<file path="src/rtl/mc_datapath.sv">
// ============================================================================
// mc_datapath : multi-cycle MIPS datapath (PC, IR, MDR, A, B, ALUOut, RF, ALU)
// Revision    : 1.0
// ============================================================================
`default_nettype none

module mc_datapath #(
  parameter logic [31:0] RESET_PC = 32'h0000_0000
) (
  input  logic        clk,
  input  logic        rst,
  input  logic [2:0]  AluOp,
  input  logic        AluSrcA,
  input  logic [1:0]  AluSrcB,
  input  logic        IorD,
  input  logic        Memread,
  input  logic        Memwrite,
  input  logic        IRwrite,
  input  logic        PCwrite,
  input  logic        PCwritecondbeq,
  input  logic        PCwritecondbne,
  input  logic [1:0]  PCsrc,
  input  logic        Regwrite,
  input  logic [1:0]  RegDst,
  input  logic [1:0]  Memtoreg,
  input  logic [31:0] mem_rdata,
  output logic [31:0] mem_addr,
  output logic [31:0] mem_wdata,
  output logic        mem_rd,
  output logic        mem_wr,
  output logic [5:0]  OpCode,
  output logic [5:0]  Func,
  output logic        zero,
  output logic [31:0] pc_out
);

  localparam logic [2:0] ALU_ADD = 3'b000;
  localparam logic [2:0] ALU_SUB = 3'b001;
  localparam logic [2:0] ALU_AND = 3'b010;
  localparam logic [2:0] ALU_OR  = 3'b011;
  localparam logic [2:0] ALU_SLT = 3'b100;

  logic [31:0] pc_q, pc_d;
  logic [31:0] ir_q;
  logic [31:0] mdr_q;
  logic [31:0] a_q;
  logic [31:0] b_q;
  logic [31:0] aluout_q;
  logic [31:0] rf_q [32];

  logic [31:0] imm_ext;
  logic [31:0] opa;
  logic [31:0] opb;
  logic [31:0] alu_res;
  logic [31:0] jump_tgt;
  logic        pc_we;
  logic [4:0]  wr_addr;
  logic [31:0] wr_data;

  assign imm_ext  = {{16{ir_q[15]}}, ir_q[15:0]};
  assign jump_tgt = {pc_q[31:28], ir_q[25:0], 2'b00};

  always_comb begin
    opa = AluSrcA ? a_q : pc_q;
    opb = b_q;
    case (AluSrcB)
      2'b00:   opb = b_q;
      2'b01:   opb = 32'd4;
      2'b10:   opb = imm_ext;
      default: opb = {imm_ext[29:0], 2'b00};
    endcase
  end

  always_comb begin
    alu_res = 32'h0;
    case (AluOp)
      ALU_ADD: alu_res = opa + opb;
      ALU_SUB: alu_res = opa - opb;
      ALU_AND: alu_res = opa & opb;
      ALU_OR:  alu_res = opa | opb;
      ALU_SLT: alu_res = ($signed(opa) < $signed(opb)) ? 32'd1 : 32'd0;
      default: alu_res = 32'h0;
    endcase
  end

  assign zero  = (alu_res == 32'h0);
  assign pc_we = PCwrite | (PCwritecondbeq & zero) | (PCwritecondbne & ~zero);

  always_comb begin
    pc_d = pc_q;
    if (pc_we) begin
      case (PCsrc)
        2'b00:   pc_d = alu_res;
        2'b01:   pc_d = jump_tgt;
        2'b10:   pc_d = aluout_q;
        default: pc_d = a_q;
      endcase
    end
  end

  always_comb begin
    wr_addr = ir_q[20:16];
    case (RegDst)
      2'b01:   wr_addr = ir_q[15:11];
      2'b10:   wr_addr = 5'd31;
      default: wr_addr = ir_q[20:16];
    endcase
  end

  // The link value is the PC as it stands, already advanced past the jal.
  always_comb begin
    wr_data = aluout_q;
    case (Memtoreg)
      2'b01:   wr_data = mdr_q;
      2'b10:   wr_data = pc_q;
      default: wr_data = aluout_q;
    endcase
  end

  always_ff @(posedge clk or posedge rst) begin
    if (rst) begin
      pc_q     <= RESET_PC;
      ir_q     <= 32'h0;
      mdr_q    <= 32'h0;
      a_q      <= 32'h0;
      b_q      <= 32'h0;
      aluout_q <= 32'h0;
    end else begin
      pc_q     <= pc_d;
      mdr_q    <= mem_rdata;
      a_q      <= rf_q[ir_q[25:21]];
      b_q      <= rf_q[ir_q[20:16]];
      aluout_q <= alu_res;
      if (IRwrite) begin
        ir_q <= mem_rdata;
      end
    end
  end

  // $0 is never written, so it reads zero without a read-side mux.
  always_ff @(posedge clk or posedge rst) begin
    if (rst) begin
      for (int i = 0; i < 32; i++) begin
        rf_q[i] <= 32'h0;
      end
    end else if (Regwrite && (wr_addr != 5'd0)) begin
      rf_q[wr_addr] <= wr_data;
    end
  end

  assign mem_addr  = IorD ? aluout_q : pc_q;
  assign mem_wdata = b_q;
  assign mem_rd    = Memread;
  assign mem_wr    = Memwrite;
  assign OpCode    = ir_q[31:26];
  assign Func      = ir_q[5:0];
  assign pc_out    = pc_q;

endmodule

`default_nettype wire

</file>
<file path="config.mk">
export PLATFORM = sky130hd
export DESIGN_NAME = mc_datapath
export DESIGN_NICKNAME = d
export VERILOG_FILES = /design/src/rtl/mc_datapath.sv
export SDC_FILE = /design/constraint.sdc
export NUM_CORES = 2
export LEC_CHECK = 0
export CORE_MARGIN = 5
export CORE_UTILIZATION = 35
export CTS_BUF_LIST = sky130_fd_sc_hd__clkbuf_16
export DETAILED_ROUTE_END_ITERATION = 7
export PLACE_DENSITY_LB_ADDON = 0.2
export RECOVER_POWER = 50
export SLEW_MARGIN = 30
export SYNTH_ARGS = -nofsm -noshare
export SYNTH_HDL_FRONTEND = slang
export SYNTH_SLANG_ARGS = --single-unit
</file>
<file path="constraint.sdc">
create_clock -name clk -period 90.3 [get_ports clk]
set_input_delay 18.06 -clock clk [delete_from_list [all_inputs] [get_ports clk]]
set_output_delay 18.06 -clock clk [all_outputs]
set_load 0.03 [all_outputs]
</file>
==> qor.yml <==
rsz0062_at_grt: "false"
regToRegSetupSlack_ps: 77590
seqCellArea_um2: 30500
max_cap_viol_count: 43
grt_max_degree: 165
grt_overflow: 0
async_reset_ff_share_pct: 100
powerDensity_nw_per_um2: 26.7
clockBufferDepth: 3
cts_hold_buf: 0
hpwlAfterDp_um: 143000
synth_warnings: 0
cts_max_level: 4
syn-num-nets: 5897
p_leak_nw: 30.9
viasPerCell: 5.74
p_comb_share_pct: 30.6
critPathMaxFanout: 23
synth_edf_count: 0
place_area_um2: 69400
vias: 46800
num_rows: 159
cpMostUsedCell: "nor2_1"
synth_area_um2: 65700
portBuffers: 160
antenna_found_initial: 10
wl_per_cell_um: 28.4
setup_viol: 0
clock_skew_ps: 33.9
dr.pass1.iters: 7
slew_headroom_pct: -495
netlist_instances: 5741
max_stage_delay_ps: 1070
drc: 0
finalSetupTns_ps: 0
r2r-start: "ir_q[22]"
fp.dieH_um: 443
fin_area_um2: 73400
path_clk_slew_ps: 60
setup_slack_ps: 46700
hold_violations: 0
pre_cts_slack_ps: 47860
fin_cells: 8162
slowest_stage: "clkbuf_1"
crit_type: "input pin to output port"
fillers: 18000
cp-startpoint: "AluSrcB[1]"
cp-endpoint: "zero"
finalCoreUtilization_pct: 39.2
grt_use_total_pct: 23.5
io_pins: 165
postSynthAreaPerCell_um2: 11.4
dieArea_um2: 196000
startpoint_type: "input pin"
final_nets: 5716
drive_gt1_share_pct: 21.0
grt_pass1_wl_um: 342000
die_w_um: 443
p_seq_share_pct: 41.6
post_cts_buffers: 0
grt_pass1_vias: 47100
vdd.ir_drop.worst_uv: 21.4
syn2layout_area_growth_pct: 11.8
ys.flop_type: "dfrtp_1"
first_iter_violations: 4446
power_frac_clock_pct: 27.8
globalplace.congestion: 0.919
worstPathCellList: "dlygate4sd3_1 > clkbuf_1 > nor2_1 > buf_4 > a22o_1 > ha_1 > nor2_1 > nand3_1 > a2111oi_0 > nor3_1 > mux2i_1 > xnor2_1 > o22ai_1 > nor4b_2 > and4b_1 > nand4_1 > or3_1 > inv_1 > clkdlybuf4s50_1"
cp.buffers_inverters: 5
power.share.switching_pct: 35.1
numCtsBuffers: 135
clk_latency_ps: 780
routed_wl_um: 232000
drv_slew: 2224
worstMarginPinSlew_ps: 8930
reg2reg_to: "a_q[3]"
hp-class: "flop to flop"
holdWs_ps: 394
status: "finished with violations"
tritoncts: "done"
place_inst: 7914
violations: "max-capacitance violations, max-slew violations"
synth.yosys.seq_area_share_pct: 46.3
ys_types: 85
ys_ff_latch: 1216
cts_sinks: 1216
cp_num_cells: 19
drt.antenna.violating_nets: 0
core_area_um2: 187000
cts_resized: 0
fmax_mhz: 22.9
root_buffer: "clkbuf_16"
p_total_mw: 1.96
path_delay_family: "buffers and inverters"
min_period_ps: 43600
rr_worst_depth: 5
finalCritPeriodShare_pct: 48.3
crit_required_ps: 72240
p_int_mw: 1.27
switching_power_mw: 0.687
worstPathArrival_ps: 25540
end_kind: "output port"
multi_input_area_um2: 32600
initial_core_util_pct: 35.1
sequential cells by signal, summed over array words and instances, names as in the netlist:
name	count
rf_q	1024
a_q	32
aluout_q	32
ir_q	32
mdr_q	32
mem_wdata	32
pc_out	32
layout make-up:
class,count,share of cell area (%)
clock inverter,101,1.03
antenna,4,0.0136
sequential,1216,41.5
inverter,118,0.605
clock buffer,139,4.74
timing repair buffer,283,3.46
tap,2495,4.25
multi-input combinational,3806,44.4
cell families after synthesis:
family                     after synthesis  synth area share (%)
AOI/OAI and AO/OA                     1431                  11.9
and+or+nand+nor                       1373                  8.49
DFF                                   1216                  46.3
muxes                                  887                  26.8
buffers and inverters                  719                  4.35
adders and majority gates              102                  1.97
xor gates and xnor gates                13                 0.173
routing by layer:
metal	up-vias	routed length [um]	share of wire, %	GRT usage, %
met2	1467	108000	47	37.4
met1	24500	103000	44	33.5
met5	-	13	0.0056	0
li1	20500	-	-	-
met4	2	6900	3.0	6.88
met3	324	14000	6.0	3.66
power by group through the flow:
stage | Clock (mW) | Combinational (mW) | Sequential (mW)
2_1_floorplan | 0 | 0.423 | 0.779
3_3_place_gp | 0 | 0.592 | 0.813
3_5_place_dp | 0 | 0.598 | 0.820
4_1_cts | 0.557 | 0.600 | 0.812
5_1_grt | 0.577 | 0.652 | 0.831
6_report | 0.544 | 0.600 | 0.815
layout by cell type, fill, tap and decap left out, drive strengths merged, types with 10 or more instances in the layout:
cell type / n
o211ai: 17
a22oi: 36
clkinv: 60
clkbuf: 170
dfrtp: 1216
o31ai: 21
o22ai: 12
buf: 99
a21o: 24
nand2b: 22
xnor2: 13
a22o: 19
clkdlybuf4s50: 42
o21ai: 1072
nand2: 1085
dlygate4sd3: 111
ha: 100
nor2: 116
mux2i: 15
mux4: 667
nor3: 27
nor2b: 12
nor4: 17
inv: 145
nand3: 20
nand4: 16
bufinv: 10
a21oi: 136
mux2: 205
or2: 20
Yosys cell counts (7+ instances only):
library cell | number | area, um^2
a211oi_1 | 8 | 60.1
a21o_1 | 24 | 180
a21oi_1 | 136 | 681
a221oi_1 | 8 | 70.1
a22o_1 | 19 | 166
a22oi_1 | 36 | 270
a31oi_1 | 9 | 56.3
and3_1 | 8 | 50.1
buf_1 | 79 | 297
buf_2 | 8 | 40.0
buf_4 | 21 | 158
clkbuf_1 | 485 | 1820
dfrtp_1 | 1216 | 30400
ha_1 | 100 | 1250
inv_1 | 117 | 439
mux2_2 | 178 | 2000
mux2_4 | 27 | 405
mux2i_1 | 14 | 140
mux4_2 | 666 | 15000
nand2_1 | 1085 | 4070
nand2b_1 | 22 | 138
nand3_1 | 20 | 100
nand4_1 | 16 | 100
nor2_1 | 116 | 435
nor2b_1 | 12 | 75.1
nor3_1 | 27 | 135
nor4_1 | 17 | 106
o211ai_1 | 17 | 128
o21a_1 | 7 | 52.6
o21ai_0 | 1072 | 5370
o21bai_1 | 7 | 52.6
o22ai_1 | 12 | 75.1
o31ai_1 | 21 | 158
or2_2 | 20 | 125
or3_1 | 9 | 56.3
xnor2_1 | 13 | 114
worst min path at each step:
stage                           from    endpoint  cells past startpoint
final                      rf_q[994]   rf_q[994]                      0
after global routing      rf_q[1001]  rf_q[1001]                      0
after CTS                  rf_q[994]   rf_q[994]                      0
after detailed placement   rf_q[994]   rf_q[994]                      0
after global placement    rf_q[1023]  rf_q[1023]                      0
after floorplan           rf_q[1000]  rf_q[1000]                      1
Note: power is estimated with default switching activity, not from simulation.
